**config.mk**
```make
export PLATFORM = sky130hd
export DESIGN_NAME = rgb2raw_flat
export DESIGN_NICKNAME = d
export VERILOG_FILES = /design/src/rtl/rgb2raw_pkg.sv /design/src/rtl/rgb2raw_if.sv /design/src/rtl/rgb2raw_bayer_phase_sel.sv /design/src/rtl/rgb2raw.sv /design/src/flat_wrapper.sv
export SDC_FILE = /design/constraint.sdc
export NUM_CORES = 1
export LEC_CHECK = 0
export ABC_AREA = 1
export BUFFER_PORTS_ARGS = -buffer_cell sky130_fd_sc_hd__buf_4
export CORE_AREA = 2 2 81 83
export CTS_BUF_LIST = sky130_fd_sc_hd__clkbuf_16
export DETAILED_ROUTE_END_ITERATION = 16
export DIE_AREA = 0 0 83 85
export PLACE_DENSITY = 0.84
export SLEW_MARGIN = 20
export SYNTH_ARGS = -nofsm -noshare
export SYNTH_HDL_FRONTEND = slang
export SYNTH_SLANG_ARGS = --single-unit
```
**constraint.sdc**
```tcl
create_clock -name Clk -period 3.65 [get_ports Clk]
set_input_delay 0.73 -clock Clk [delete_from_list [all_inputs] [get_ports Clk]]
set_output_delay 0.73 -clock Clk [all_outputs]
set_load 0.05 [all_outputs]
```
**src/rtl/rgb2raw_pkg.sv**
```systemverilog
// Shared definitions for the RGB-to-Bayer encoder: pattern codes, control states
// and per-pixel colour select codes.
package rgb2raw_pkg;

    localparam logic [1:0] PAT_RGGB = 2'd0;
    localparam logic [1:0] PAT_GRBG = 2'd1;
    localparam logic [1:0] PAT_GBRG = 2'd2;
    localparam logic [1:0] PAT_BGGR = 2'd3;

    typedef enum logic {
        ST_WAIT_SOF = 1'b0,
        ST_ACTIVE   = 1'b1
    } state_e;

    typedef enum logic [1:0] {
        SEL_R = 2'd0,
        SEL_G = 2'd1,
        SEL_B = 2'd2
    } sel_e;

endpackage

```
**src/rtl/rgb2raw_if.sv**
```systemverilog
// Pixel stream bundle: RGB input side, Bayer RAW output side and frame geometry status.
interface rgb2raw_if #(
    parameter int unsigned CNT_W = 12
);
    logic             Din_Valid;
    logic             Din_Sof;
    logic             Din_Eol;
    logic [7:0]       RED;
    logic [7:0]       GREEN;
    logic [7:0]       BLUE;
    logic [1:0]       Pattern;
    logic [7:0]       RAW_Data;
    logic             Dout_Valid;
    logic             Dout_Sof;
    logic             Dout_Eol;
    logic [CNT_W-1:0] Line_Len;
    logic [CNT_W-1:0] Frame_Lines;
    logic             Len_Err;

    modport master (
        output Din_Valid, Din_Sof, Din_Eol, RED, GREEN, BLUE, Pattern,
        input  RAW_Data, Dout_Valid, Dout_Sof, Dout_Eol, Line_Len, Frame_Lines, Len_Err
    );

    modport slave (
        input  Din_Valid, Din_Sof, Din_Eol, RED, GREEN, BLUE, Pattern,
        output RAW_Data, Dout_Valid, Dout_Sof, Dout_Eol, Line_Len, Frame_Lines, Len_Err
    );
endinterface

```
**src/rtl/rgb2raw_bayer_phase_sel.sv**
```systemverilog
// Bayer phase decoder: picks the colour present at a pixel from coordinate parity
// and the 2-bit pattern code.
module rgb2raw_bayer_phase_sel
    import rgb2raw_pkg::*;
(
    input  logic       x0_i,
    input  logic       y0_i,
    input  logic [1:0] pat_i,
    output sel_e       sel_o
);
    logic px;
    logic py;

    always_comb begin
        px = x0_i ^ pat_i[0];
        py = y0_i ^ pat_i[1];
        unique case ({py, px})
            2'b00:   sel_o = SEL_R;
            2'b11:   sel_o = SEL_B;
            default: sel_o = SEL_G;
        endcase
    end
endmodule

```
**src/rtl/rgb2raw.sv**
```systemverilog
// RGB to Bayer RAW mosaic encoder: tracks pixel position from Sof/Eol markers, emits one
// colour per pixel with one cycle of latency and measures frame geometry.
module rgb2raw
    import rgb2raw_pkg::*;
#(
    parameter int unsigned CNT_W       = 12,
    parameter logic [1:0]  DEF_PATTERN = 2'd0
) (
    input  logic       Clk,
    input  logic       Rst_n,
    rgb2raw_if.slave   bus
);
    state_e           state_q, state_d;
    logic [CNT_W-1:0] x_q, x_d, y_q, y_d;
    logic [CNT_W-1:0] line_len_q, line_len_d, frame_lines_q, frame_lines_d;
    logic [1:0]       pat_q, pat_d;
    logic             len_err_q, len_err_d;
    logic [7:0]       raw_q, raw_d;
    logic             dv_q, dv_d, dsof_q, dsof_d, deol_q, deol_d;

    logic             accept_sof;
    logic             process;
    logic [CNT_W-1:0] cur_x, cur_y, x_inc, y_inc;
    logic [1:0]       cur_pat;
    sel_e             sel;

    // An accepted Sof forces this pixel to (0,0) with the freshly sampled pattern.
    always_comb begin
        accept_sof = bus.Din_Valid && bus.Din_Sof;
        process    = bus.Din_Valid && (state_q == ST_ACTIVE || bus.Din_Sof);
        cur_x      = accept_sof ? '0 : x_q;
        cur_y      = accept_sof ? '0 : y_q;
        cur_pat    = accept_sof ? bus.Pattern : pat_q;
        x_inc      = (cur_x == '1) ? cur_x : cur_x + CNT_W'(1);
        y_inc      = (cur_y == '1) ? cur_y : cur_y + CNT_W'(1);
    end

    rgb2raw_bayer_phase_sel u_phase_sel (
        .x0_i  (cur_x[0]),
        .y0_i  (cur_y[0]),
        .pat_i (cur_pat),
        .sel_o (sel)
    );

    always_comb begin
        state_d       = state_q;
        x_d           = x_q;
        y_d           = y_q;
        pat_d         = pat_q;
        line_len_d    = line_len_q;
        frame_lines_d = frame_lines_q;
        len_err_d     = len_err_q;
        raw_d         = raw_q;
        dv_d          = process;
        dsof_d        = process && bus.Din_Sof;
        deol_d        = process && bus.Din_Eol;

        if (accept_sof) begin
            state_d   = ST_ACTIVE;
            pat_d     = bus.Pattern;
            len_err_d = 1'b0;
            if (y_q != '0) frame_lines_d = y_q;
        end

        if (process) begin
            unique case (sel)
                SEL_R:   raw_d = bus.RED;
                SEL_G:   raw_d = bus.GREEN;
                SEL_B:   raw_d = bus.BLUE;
                default: raw_d = raw_q;
            endcase
            if (bus.Din_Eol) begin
                x_d = '0;
                y_d = y_inc;
                // x_inc is the saturated length of the line that just ended.
                if (cur_y == '0) begin
                    line_len_d = x_inc;
                end else if (x_inc != line_len_q) begin
                    len_err_d = 1'b1;
                end
            end else begin
                x_d = x_inc;
                y_d = cur_y;
            end
        end
    end

    always_ff @(posedge Clk or negedge Rst_n) begin
        if (!Rst_n) begin
            state_q       <= ST_WAIT_SOF;
            x_q           <= '0;
            y_q           <= '0;
            pat_q         <= DEF_PATTERN;
            line_len_q    <= '0;
            frame_lines_q <= '0;
            len_err_q     <= 1'b0;
            raw_q         <= '0;
            dv_q          <= 1'b0;
            dsof_q        <= 1'b0;
            deol_q        <= 1'b0;
        end else begin
            state_q       <= state_d;
            x_q           <= x_d;
            y_q           <= y_d;
            pat_q         <= pat_d;
            line_len_q    <= line_len_d;
            frame_lines_q <= frame_lines_d;
            len_err_q     <= len_err_d;
            raw_q         <= raw_d;
            dv_q          <= dv_d;
            dsof_q        <= dsof_d;
            deol_q        <= deol_d;
        end
    end

    assign bus.RAW_Data    = raw_q;
    assign bus.Dout_Valid  = dv_q;
    assign bus.Dout_Sof    = dsof_q;
    assign bus.Dout_Eol    = deol_q;
    assign bus.Line_Len    = line_len_q;
    assign bus.Frame_Lines = frame_lines_q;
    assign bus.Len_Err     = len_err_q;
endmodule

```
**src/flat_wrapper.sv**
```systemverilog
// flat-port wrapper written by rule: the top's interface ports become plain ports
module rgb2raw_flat import rgb2raw_pkg::*;
#(
    parameter int unsigned CNT_W       = 12,
    parameter logic [1:0]  DEF_PATTERN = 2'd0
)
  (Clk, Rst_n, bus_Din_Valid, bus_Din_Sof, bus_Din_Eol, bus_RED, bus_GREEN, bus_BLUE, bus_Pattern, bus_RAW_Data, bus_Dout_Valid, bus_Dout_Sof, bus_Dout_Eol, bus_Line_Len, bus_Frame_Lines, bus_Len_Err);
  rgb2raw_if #(.CNT_W(CNT_W)) bus_i ();
  input  logic Clk;
  input  logic Rst_n;
  input wire logic [$bits(bus_i.Din_Valid)-1:0] bus_Din_Valid;
  input wire logic [$bits(bus_i.Din_Sof)-1:0] bus_Din_Sof;
  input wire logic [$bits(bus_i.Din_Eol)-1:0] bus_Din_Eol;
  input wire logic [$bits(bus_i.RED)-1:0] bus_RED;
  input wire logic [$bits(bus_i.GREEN)-1:0] bus_GREEN;
  input wire logic [$bits(bus_i.BLUE)-1:0] bus_BLUE;
  input wire logic [$bits(bus_i.Pattern)-1:0] bus_Pattern;
  output wire logic [$bits(bus_i.RAW_Data)-1:0] bus_RAW_Data;
  output wire logic [$bits(bus_i.Dout_Valid)-1:0] bus_Dout_Valid;
  output wire logic [$bits(bus_i.Dout_Sof)-1:0] bus_Dout_Sof;
  output wire logic [$bits(bus_i.Dout_Eol)-1:0] bus_Dout_Eol;
  output wire logic [$bits(bus_i.Line_Len)-1:0] bus_Line_Len;
  output wire logic [$bits(bus_i.Frame_Lines)-1:0] bus_Frame_Lines;
  output wire logic [$bits(bus_i.Len_Err)-1:0] bus_Len_Err;
  assign bus_i.Din_Valid = bus_Din_Valid;
  assign bus_i.Din_Sof = bus_Din_Sof;
  assign bus_i.Din_Eol = bus_Din_Eol;
  assign bus_i.RED = bus_RED;
  assign bus_i.GREEN = bus_GREEN;
  assign bus_i.BLUE = bus_BLUE;
  assign bus_i.Pattern = bus_Pattern;
  assign bus_RAW_Data = bus_i.RAW_Data;
  assign bus_Dout_Valid = bus_i.Dout_Valid;
  assign bus_Dout_Sof = bus_i.Dout_Sof;
  assign bus_Dout_Eol = bus_i.Dout_Eol;
  assign bus_Line_Len = bus_i.Line_Len;
  assign bus_Frame_Lines = bus_i.Frame_Lines;
  assign bus_Len_Err = bus_i.Len_Err;
  rgb2raw #(.CNT_W(CNT_W), .DEF_PATTERN(DEF_PATTERN)) u_core (.Clk(Clk), .Rst_n(Rst_n), .bus(bus_i));
endmodule
```
* After elaboration in Yosys (flattened, before gate mapping)
Index checks and enable logic that the tools add are counted.
Storage, ports and cells: input bits 31, bits in registers 63, word-level logic and storage cells 48, output and inout port bits 36
Cells by class: bitwise gates (word level) 2, $add $sub $neg 2, mux-type cells 14, eq/ne operators 6, reductions and logical operators 13
Operators by type and width (count):
- 2-to-1 mux 12 bit | 6
- adder 12 x 1 -> 12 bit, second input constant | 2
- equality test 12 bit, second input constant | 2
- case mux 8 bit (3 select lines) | 1
- logical NOT 12 bit | 1
- != test 12 bit | 1
- nonzero test 12 bit | 1
- 2-to-1 mux 1 bit | 5
- equality test 2 bit, second input constant | 2
- logical AND 1 bit | 4
- logical NOT 2 bit | 2
- case mux 2 bit (2 select lines) | 1
- AND reduction 2 bit | 2
- AND reduction 3 bit | 1
- nonzero test 3 bit | 1
- equality test 2 x 1 -> 1 bit, second input constant | 1
- 2-to-1 mux 2 bit | 1
- bitwise XOR 1 bit | 2
- logical OR 1 bit | 1

* Depth between registers and ports, before layout
Gate-level depths: netlist of run 1.
depth after elaboration 9, gate-level depth with buffers 20, depth with buffers taken out 17

* By module
Synthesis of run 1 repeated with hierarchy kept, for this count alone.
Unflattened totals: cell total of the unflattened synthesis 460, area, all modules 3674.8 µm²
Modules (own cells, without submodules):
- rgb2raw | cells an instance 449, seq. area each 1576.5 µm², area an instance 3624.7 µm², instances 1
- rgb2raw_bayer_phase_sel | cells an instance 11, seq. area each 0.0 µm², area an instance 50.0 µm², instances 1

* Worst setup path after synthesis of run 1
Ideal clock, no wire load.
path kind input to register, from input bus_Din_Valid, to register u_core.raw_q[4] (netlist: u_core.bus.RAW_Data[4]), arrival time 2610 ps, setup slack 963 ps, required time 3573 ps, buffers on the path 5, library setup time 77 ps, stages 14, cells stage by stage nand2_4 buf_12 buf_12 buf_8 nand2_1 nand2_1 nand2_1 o21ai_0 ha_1 clkbuf_1 a21oi_1 buf_4 nor2_1 a21oi_1
Between the ends: longest elaborated chain between the ends 8, elaborated cells between the ends (all ways) 16, classes of those cells eq/ne (3); mux (5); bitwise (2); reduce/logical (6)
RTL lines:
- start, declared | line flat_wrapper.sv:11 | input wire logic [$bits(bus_i.Din_Valid)-1:0] bus_Din_Valid;
- logical AND 1 bit * | line rgb2raw.sv:29 | accept_sof = bus.Din_Valid && bus.Din_Sof;
- 2-to-1 mux 2 bit * | line rgb2raw.sv:33 | cur_pat = accept_sof ? bus.Pattern : pat_q;
- net u_core.cur_pat[0] | line rgb2raw.sv:24 | logic [1:0] cur_pat;
- bitwise XOR 1 bit * | line rgb2raw_bayer_phase_sel.sv:15 | px = x0_i ^ pat_i[0];
- equality test 2 bit or logical NOT 2 bit (tied branches) | line rgb2raw_bayer_phase_sel.sv:17 | unique case ({py, px})
- case mux 2 bit (2 select lines) * | line rgb2raw_bayer_phase_sel.sv:17
- equality test 2 x 1 -> 1 bit, or another cell as far along | line rgb2raw.sv:66 | unique case (sel)
- nonzero test 3 bit (no source line)
- AND reduction 2 bit (no source line)
- end signal, assigned | line rgb2raw.sv:109 | raw_q <= raw_d;
- end, declared | line rgb2raw.sv:18 | logic [7:0] raw_q, raw_d;
The timed path passes the listed nets; every way through them passes the cells marked *. A chain may end at the register's enable or synchronous reset.

* Worst setup path after layout of run 1
from input bus_Din_Valid, to register u_core.len_err_q (netlist: u_core.bus.Len_Err)
Between the ends: longest elaborated chain between the ends 9, elaborated cells between the ends (all ways) 14, classes of those cells add/sub (1); eq/ne (2); mux (8); reduce/logical (3)
RTL lines:
- logical AND 1 bit | line rgb2raw.sv:29
- 2-to-1 mux 12 bit | line rgb2raw.sv:31 | cur_x = accept_sof ? '0 : x_q;
- adder 12 x 1 -> 12 bit or equality test 12 bit (tied branches) | line rgb2raw.sv:34 | x_inc = (cur_x == '1) ? cur_x : cur_x + CNT_W'(1);
- 2-to-1 mux 12 bit | line rgb2raw.sv:34
- != test 12 bit | line rgb2raw.sv:78 | end else if (x_inc != line_len_q) begin
- 2-to-1 mux 1 bit | line rgb2raw.sv:78
- 2-to-1 mux 1 bit | line rgb2raw.sv:76 | if (cur_y == '0) begin
- 2-to-1 mux 1 bit | line rgb2raw.sv:72 | if (bus.Din_Eol) begin
- 2-to-1 mux 1 bit * | line rgb2raw.sv:65 | if (process) begin
- net u_core.len_err_d | line rgb2raw.sv:17 | logic len_err_q, len_err_d;
- end signal, assigned | line rgb2raw.sv:108 | len_err_q <= len_err_d;
- end, declared | line rgb2raw.sv:17
Marked as above.

==> results of run 1 <==
## cell families (layout without fill, tap and decap cells)
| family | Yosys count | in the layout |
|---|---|---|
| simple gates | 246 | 246 |
| buf+inv | 72 | 139 |
| compound gates | 71 | 71 |
| flops | 63 | 63 |
| xor+xnor | 14 | 14 |
| fa+ha+maj | 5 | 5 |
## worst paths after layout
check | endpoint | slack, ns | depth (start not counted)
min in group Clk | u_core.state_q | 0.47 | 1
min | u_core.bus.Frame_Lines[9] | 0.47 | 1
max reg2reg | u_core.bus.Len_Err | 1.26 | 16
max in group asynchronous | u_core.bus.Line_Len[7] | 2.62 | 1
min reg2reg | u_core.state_q | 0.47 | 1
max | u_core.bus.Len_Err | 0.77 | 18
## final cells by class
class / instances / share of cell area, %
multi-input cells: 336 / 38.8
flip-flops and latches: 63 / 35.7
repair buffers: 69 / 11.7
clock buffers: 9 / 5.11
inverters: 54 / 4.60
well taps: 77 / 2.18
clock inverters: 7 / 1.82
## through the flow
| step | setup slack (ns) | hold slack, ns |
|---|---|---|
| 2_1_floorplan | 0.963 | 0.434 |
| 5_1_grt | 0.508 | 0.488 |
| 6_report | 0.771 | 0.468 |
| 3_5_place_dp | 0.510 | 0.457 |
| 4_1_cts | 0.816 | 0.470 |
| 3_3_place_gp | 0.623 | 0.456 |
## layer usage
layer  share of wire, %  track usage [%]  vias to the layer above
met5                  0                0                        -
met4                2.8             11.2                        0
met3                6.4             4.86                       25
met2                 49             42.2                      129
met1                 42             33.4                     1561
li1                   -                -                     1629
## cells in the final DEF (no fill, tap or decap), drive strengths merged, types with 2 or more instances in the layout
master,count
nor2,44
clkbuf,9
inv,54
clkinv,5
bufinv,2
dfrtp,63
a21oi,26
o41ai,2
buf,69
xnor2,6
nand2,147
nor3,3
o21ai,36
xor2,8
nand3b,2
nand4,12
ha,5
nand3,36
o22ai,4
## flip-flops by register name, indices dropped and copies added, names as in the netlist
signal and flops:
u_core.bus.Dout_Eol 1, u_core.bus.Dout_Sof 1, u_core.bus.Dout_Valid 1, u_core.bus.Frame_Lines 12
u_core.bus.Len_Err 1, u_core.bus.Line_Len 12, u_core.bus.RAW_Data 8, u_core.pat_q 2
u_core.state_q 1, u_core.x_q 12, u_core.y_q 12
## where the power goes
group          switching, mW  total (mW)  internal [mW]
logic                  0.669       0.960          0.291
clock network          0.296       0.882          0.586
registers             0.0798       0.893          0.813
total                   1.04        2.73           1.69
==> results.toml, run 1 <==
[route]
drt_iter0_markers = 313
wirelength_um = 8740
route.detailed.drc = 0
vias_per_cell = 5.44
wire_per_inst_um = 14.2
postRouteAntennaNets = 0
first_pass_iters = 5
via_count = 3344

[floorplan]
start_util_pct = 58.4
rows = 29
io_pins = 67
core-area_mm2 = 0.00620
dieArea_mm2 = 0.00706
die_w_um = 83
die_y_um = 85

[timing]
slew_viol_final = 0
relSlewSlack_pct = 46.1
fmax_mhz = 347
tns_ns = 0
min_period_over_period_pct = 78.9
min_period_ns = 2.88
hold_viol_final = 0
worst_clock_skew_ns = 0.00653
rsz0062_at_grt = "no"
worst-slew-pin-transition_ns = 0.809
setup_viol = 0

[clocking]
cts.repair.resized = 0
clockRootBuffer = "clkbuf_16"
clk_pin_slew_ns = 0.05
clock-sinks = 63
clk_path_buf_depth = 2
insertion_delay_ns = 0.33
cts_tree = "done"
cts_setup_buffers = 0
cts_max_level = 3
cts_buffers = 9
cts_hold_buf = 0

[synthesis]
ys_ff_latch = 63
synth.area.top_cells = "dfrtp_1, nand2_1, inv_1"
synth_cell_types = 37
seq_area_frac_synth_pct = 43.5
postSynth.asyncResetShare_pct = 100
synth.most_common_cell = "nand2_1"
yosys_most_used_dff = "dfrtp_1"
synth_top_area_share_pct = 43.5
synth_nets = 507
syn_avg_cell_area_um2 = 7.69
synth_top_area_cell = "dfrtp_1"
synth.area.mux_share_pct = 0
syn-instance-count = 471
synth_compound_area_share_pct = 10.6
synth_adder_area_share_pct = 1.73
syn-cell-area_mm2 = 0.00362
yosysWarnings = 0
yosys-top-cells-count = "nand2_1, dfrtp_1, inv_1, o21ai_0, nor2_1"
synth_top_family_by_area = "simple AND/OR/NAND/NOR gates"
synth_edf_count = 0
synth_xor_area_share_pct = 3.39
synthSimpleGateAreaFrac_pct = 31.6

[cells_and_area]
finalInstanceArea_mm2 = 0.00441
fillers = 480
syn_to_final_growth_pct = 21.8
nets = 569
drive_gt1_share_pct = 21.4
seq_area_mm2 = 0.00158
multiInputGateArea_mm2 = 0.00171
fin_util_pct = 71.1
diodes = 0
fin_cells = 615

[place]
portBuffers = 66
post-dp-hpwl_um = 6080
dpl_cell_area_mm2 = 0.00411
placed_cells = 599
gp_congestion = 0.929

[power]
finalPower_mw = 2.73
power_density_mw_per_mm2 = 620
leakage_nw = 2.15
ir_drop_mv = 0.445

[global_routing]
antenna_found_initial = 0
grtUsageTotal_pct = 25.6
grt_max_degree = 64
grt_pass1_wl_um = 14500
overflow = 0
grt_pass1_vias = 3105

[worst_setup_path]
slowest_delay_ns = 0.30
crit_buf_inv = 3
path_cells = "buf_4, nand2_4, nand2_4, inv_1, ha_1, nand3_1, nor2_2, nand3_4, nand2_2, inv_2, nand2_1, nand2_1, nor2_1, nand2_1, nor2_1, nand2_1, nand2_1, nand2_1"
cp_max_fo = 33
r2r-start = "u_core.x_q[0]"
crit_type = "input port to register"
crit_arrival_ns = 3.10
cp-startpoint = "bus_Din_Valid"
crit_path_top_delay_cell = "nand2_4"
start_kind = "input port"
critPathRequiredTime_ns = 3.87
path_delay_family = "simple AND/OR/NAND/NOR gates"
cpMostUsedCell = "nand2_1"
endpoint_kind = "register"

[run_status]
status = "completed"

[flow_run]
drv_cap = 0

[worst_hold_path]
hold_class = "input port to async pin"
Note: power is estimated with default switching activity, not from simulation.
==> inputs of run 2 (changes only) <==
--- a/config.mk
+++ b/config.mk
@@ -7,11 +7,11 @@
 export LEC_CHECK = 0
 export ABC_AREA = 1
 export BUFFER_PORTS_ARGS = -buffer_cell sky130_fd_sc_hd__buf_4
-export CORE_AREA = 2 2 81 83
+export CORE_AREA = 2 2 89 91
 export CTS_BUF_LIST = sky130_fd_sc_hd__clkbuf_16
 export DETAILED_ROUTE_END_ITERATION = 16
-export DIE_AREA = 0 0 83 85
-export PLACE_DENSITY = 0.84
+export DIE_AREA = 0 0 91 93
+export PLACE_DENSITY = 0.74
 export SLEW_MARGIN = 20
 export SYNTH_ARGS = -nofsm -noshare
 export SYNTH_HDL_FRONTEND = slang
==> constraint.sdc (replaced) <==
create_clock -name Clk -period 2.45 [get_ports Clk]
set_input_delay 0.49 -clock Clk [delete_from_list [all_inputs] [get_ports Clk]]
set_output_delay 0.49 -clock Clk [all_outputs]
set_load 0.05 [all_outputs]
==> run 2 against run 1 <==
Non-clock buffer count is 12 higher. Setup slack worse by 0.48 ns. Critical path type is now register to register. Via count is 1.3% lower. Combinational power rose by 49%. Clock-buffer cell count unchanged. Global-route usage down 4.1 points.
==> results.toml, run 2 (same netlist as run 1, synthesis figures left out) <==
[clocking]
cts_max_level = 3
clk_pin_slew_ns = 0.05
cts.repair.resized = 0
cts_hold_buf = 0
cts_buffers = 9
clock-sinks = 63
clk_path_buf_depth = 2
cts_tree = "done"
clockRootBuffer = "clkbuf_16"
insertion_delay_ns = 0.33
cts_setup_buffers = 0

[route]
via_count = 3301
postRouteAntennaNets = 0
wire_per_inst_um = 13.2
first_pass_iters = 4
wirelength_um = 8630
vias_per_cell = 5.06
route.detailed.drc = 0
drt_iter0_markers = 103

[worst_setup_path]
worst_r2r_path_depth = 5
slowest_delay_ns = 0.75
r2r-start = "u_core.y_q[4]"
crit_type = "register to register"
endpoint_kind = "register"
ff2ff_setup_slack_ns = 0.29
cp_max_fo = 24
crit_path_top_delay_cell = "and3_1"
crit_arrival_ns = 2.33
r2r-end = "u_core.bus.Line_Len[10]"
start_kind = "register"
path_cells = "inv_1, nand2_1, o41ai_1, and3_1, o21ai_0"
critPathRequiredTime_ns = 2.62

[global_routing]
overflow = 0
grt_max_degree = 64
grt.busiest_layer = "met2"
met3_usage_pct = 3.63
grt_pass1_vias = 3099
antenna_found_initial = 0
use_met2_pct = 37.7
grt_pass1_wl_um = 14400
use_met1_pct = 26.6
grtUsageTotal_pct = 21.5

[timing]
hold_viol_final = 0
relSlewSlack_pct = 48.0
slew_viol_final = 0
min_period_over_period_pct = 88.1
tns_ns = 0
setup_viol = 0
worst-slew-pin-transition_ns = 0.780
worst_clock_skew_ns = 0.00473
min_period_ns = 2.16
fmax_mhz = 463
fin_ws_ns = 0.292
whs_ns = 0.244
rsz0062_at_grt = "no"

[place]
post-dp-hpwl_um = 6350
dpl_worst_slack_ns = 0.00781
gp_congestion = 0.891
portBuffers = 66

[power]
switching_share_pct = 38.6
intPower_mw = 2.43
combPwrFrac_pct = 36.1
p_clk_share_pct = 30.3
ir_drop_mv = 0.572
power_density_mw_per_mm2 = 876
finalPower_mw = 3.96
leakage_nw = 2.20
seqPwrFrac_pct = 33.6
switching_power_mw = 1.53

[cells_and_area]
fillers = 698
diodes = 0
nets = 581
drive_gt1_share_pct = 23.3
syn_to_final_growth_pct = 24.8
mostFrequentLayoutCells = "nand2_1, buf_4, dfrtp_1"
final_common_cell = "nand2_1"

[worst_hold_path]
hold_class = "input port to async pin"

[floorplan]
start_util_pct = 48.1
io_pins = 67
rows = 32
core-area_mm2 = 0.00753
dieArea_mm2 = 0.00846
die_y_um = 93
die_w_um = 91

[run_status]
status = "completed"

[flow_run]
drv_cap = 0
-- run 2: cell types whose count changed in the layout (fill, tap and decap cells not counted) --
cell and change:
buf_4 +11, clkinv_2 +2, buf_12 +1, bufinv_16 -1, clkinv_1 -1
-- run 2: per-layer routing --
metal  share of wire, %  routed length [um]
met2                 49                4270
met5                  0                   0
met1                 44                3790
met4                2.1                 179
met3                4.5                 384
-- run 2: area by class of cell --
class / instances / area [um^2] / area share (%)
Inverter: 54 / 203 / 4.48
Tap cell: 102 / 128 / 2.82
Clock inverter: 7 / 56.3 / 1.25
Sequential cell: 63 / 1580 / 34.9
Clock buffer: 9 / 225 / 4.98
Timing Repair Buffer: 81 / 621 / 13.7
Multi-Input combinational cell: 336 / 1710 / 37.9
-- run 2: worst max-delay path, delay by kind of cell, from the launching register on --
kind	cells	cell delay [ns]
AND/OR/NAND/NOR	2	0.84
flip-flops	1	0.42
AO/OA/AOI/OAI	2	0.64
buffers and inverters	1	0.09
-- run 2: how the worst max path moves through the flow --
stage	from	to	slack, ns
floorplan	bus_Din_Valid	u_core.bus.RAW_Data[4]	0.003
detailed placement	bus_Din_Valid	u_core.bus.RAW_Data[3]	0.008
finish	u_core.y_q[4]	u_core.bus.Line_Len[10]	0.29
global route	bus_Din_Valid	u_core.bus.Len_Err	0.08
global placement	bus_Din_Valid	u_core.bus.Len_Err	0.05
CTS	u_core.y_q[10]	u_core.bus.Line_Len[10]	0.30
-- run 2: stage by stage --
stage / area, um^2 / util (%) / cells
2_1_floorplan: 3620 / - / 471
3_3_place_gp: 4240 / 56.3 / 636
3_5_place_dp: 4240 / 56.3 / 636
5_1_grt: 4520 / 60.1 / 652
4_1_cts: 4520 / 60.1 / 652
6_report: 4520 / 60.1 / 652
-- run 2: power by group through the flow --
stage | clock network, mW | logic [mW] | registers (mW)
floorplan | 0 | 0.511 | 1.83
global placement | 0 | 1.43 | 1.34
detailed placement | 0 | 1.44 | 1.34
CTS | 1.22 | 1.44 | 1.33
global route | 1.28 | 1.56 | 1.35
finish | 1.20 | 1.43 | 1.33
==> inputs of run 3 (changes only) <==
--- a/config.mk
+++ b/config.mk
@@ -6,11 +6,12 @@
 export NUM_CORES = 1
 export LEC_CHECK = 0
 export ABC_AREA = 1
-export BUFFER_PORTS_ARGS = -buffer_cell sky130_fd_sc_hd__buf_4
-export CORE_AREA = 2 2 89 91
+export ABC_CLOCK_PERIOD_IN_PS = 2450
+export CORE_AREA = 2 2 83 85
 export CTS_BUF_LIST = sky130_fd_sc_hd__clkbuf_16
 export DETAILED_ROUTE_END_ITERATION = 16
-export DIE_AREA = 0 0 91 93
+export DIE_AREA = 0 0 85 87
+export DONT_BUFFER_PORTS = 1
 export PLACE_DENSITY = 0.74
 export SLEW_MARGIN = 20
 export SYNTH_ARGS = -nofsm -noshare
==> run 3 against run 2 <==
Hold slack lost 0.22 ns. Maximum frequency is essentially flat. Die area shrank 13%. Setup slack gained 0.0016 ns. Largest cell class unchanged. Highest routed layer unchanged.
==> results.toml, run 3 (same netlist as run 1, synthesis figures left out) <==
[floorplan]
die_y_um = 87
io_pins = 67
dieArea_mm2 = 0.00740
die_w_um = 85
core-area_mm2 = 0.00657
start_util_pct = 55.1
rows = 30

[cells_and_area]
nets = 511
diodes = 0
drive_gt1_share_pct = 11.9
final_common_cell = "nand2_1"
mostFrequentLayoutCells = "nand2_1, dfrtp_1, inv_1"
finalInstanceArea_mm2 = 0.00397
fin_cells = 560
syn_to_final_growth_pct = 9.57

[timing]
worst-slew-pin-transition_ns = 0.530
setup_viol = 0
hold_viol_final = 0
rsz0062_at_grt = "no"
tns_ns = 0
min_period_over_period_pct = 88.0
fmax_mhz = 464
min_period_ns = 2.16
worst_clock_skew_ns = 0.00476
slew_viol_final = 0
fin_ws_ns = 0.293
relSlewSlack_pct = 64.6

[route]
vias_per_cell = 5.40
first_pass_iters = 5
wirelength_um = 8100
drt_iter0_markers = 197
wire_per_inst_um = 14.5
via_count = 3025
postRouteAntennaNets = 0
route.detailed.drc = 0

[worst_setup_path]
worst_r2r_path_depth = 16
crit_type = "register to register"
cp_max_fo = 6
critPathRequiredTime_ns = 2.66
crit_arrival_ns = 2.37
path_delay_family = "simple AND/OR/NAND/NOR gates"
r2r-start = "u_core.x_q[0]"
crit_buf_inv = 2
start_kind = "register"
cpMostUsedCell = "nand2_1"
crit_path_top_delay_cell = "dfrtp_1"
ff2ff_setup_slack_ns = 0.29
endpoint_kind = "register"
path_cells = "nand2_4, inv_1, ha_1, nand3_1, nor2_4, nand3_4, nand2_1, inv_1, nand2_1, nand2_1, nor2_1, nand2_1, nor2_1, nand2_1, nand2_1, nand2_1"
r2r-end = "u_core.bus.Len_Err"
slowest_delay_ns = 0.39

[global_routing]
grt_max_degree = 64
grt_pass1_vias = 3065
antenna_found_initial = 0
overflow = 0
grt_pass1_wl_um = 14000
grtUsageTotal_pct = 23.7

[place]
placed_cells = 543
dpl_cell_area_mm2 = 0.00368
dpl_worst_slack_ns = 0.0725
gp_congestion = 0.894
portBuffers = 0
post-dp-hpwl_um = 5910

[clocking]
clk_pin_slew_ns = 0.05
cts_tree = "done"
cts_buffers = 9
clk_path_buf_depth = 2
cts_max_level = 3
insertion_delay_ns = 0.33
clockRootBuffer = "clkbuf_16"
clock-sinks = 63

[power]
ir_drop_mv = 0.702
power_density_mw_per_mm2 = 907
leakage_nw = 1.84

[worst_hold_path]
hold_class = "input port to async pin"

[run_status]
status = "completed"

[flow_run]
drv_cap = 0
[run 3: changes by cell type in the layout (fill, tap and decap cells not counted), sizes merged]
cell	before	now
buf	81	11
clkinvlp	0	1
bufinv	1	0
[run 3: power breakdown]
| group | leakage, nW | switching (mW) | total (mW) | internal (mW) |
|---|---|---|---|---|
| clock | 0.133 | 0.427 | 1.09 | 0.664 |
| sequential | 0.827 | 0.647 | 1.85 | 1.20 |
| combinational | 0.884 | 0.416 | 0.660 | 0.243 |
[run 3: metrics by stage]
step | hold WS (ns) | power [mW] | util (%)
after floorplan | 0.194 | 2.34 | -
after global placement | 0.196 | 2.48 | 56.0
after detailed placement | 0.196 | 2.50 | 56.0
after CTS | 0.0461 | 3.62 | 60.3
after global routing | 0.0514 | 3.80 | 60.4
final | 0.0237 | 3.60 | 60.4
[run 3: layout make-up]
| cell class | instances | area, um^2 |
|---|---|---|
| clock buffers | 9 | 225 |
| clock inverters | 7 | 32.5 |
| fillers | 608 | 2600 |
| inverters | 54 | 203 |
| multi-input cells | 336 | 1720 |
| flip-flops and latches | 63 | 1580 |
| well taps | 80 | 100 |
| repair buffers | 11 | 115 |
[run 3: worst max-delay path by stage]
| stage | from | cells past startpoint | end | slack (ns) |
|---|---|---|---|---|
| 6_report | u_core.x_q[0] | 16 | u_core.bus.Len_Err | 0.29 |
| 5_1_grt | u_core.y_q[1] | 13 | u_core.y_q[3] | 0.05 |
| 4_1_cts | u_core.x_q[0] | 16 | u_core.bus.Len_Err | 0.26 |
| 3_5_place_dp | bus_Din_Valid | 17 | u_core.bus.Len_Err | 0.07 |
| 3_3_place_gp | bus_Din_Valid | 13 | u_core.y_q[3] | 0.15 |
| 2_1_floorplan | bus_Din_Valid | 14 | u_core.bus.RAW_Data[4] | 0.003 |
[run 3: metal layers]
layer,up-vias,part of all wire [%],GRT usage (%)
met5,-,0,0
met1,1402,44,30.8
met3,10,5.1,5.97
met2,86,49,38.4
li1,1527,-,-
met4,0,1.6,9.09
[run 3: worst reg2reg max path: cells and delay by family (launching register included)]
family | cells | cell delay, ns
buffers and inverters | 2 | 0.14
adder cells (fa/ha/maj) | 1 | 0.20
AND/OR/NAND/NOR | 13 | 1.32
flip-flops | 1 | 0.39
[run 3: what timing repair did]
action / 4_1_cts / 5_1_grt
setup endpoints to repair: 0 / 1
hold buffers: 1 / 0
buffers inserted: 0 / 0
gates resized for setup: 0 / 1
hold endpoints to repair: 63 / 0
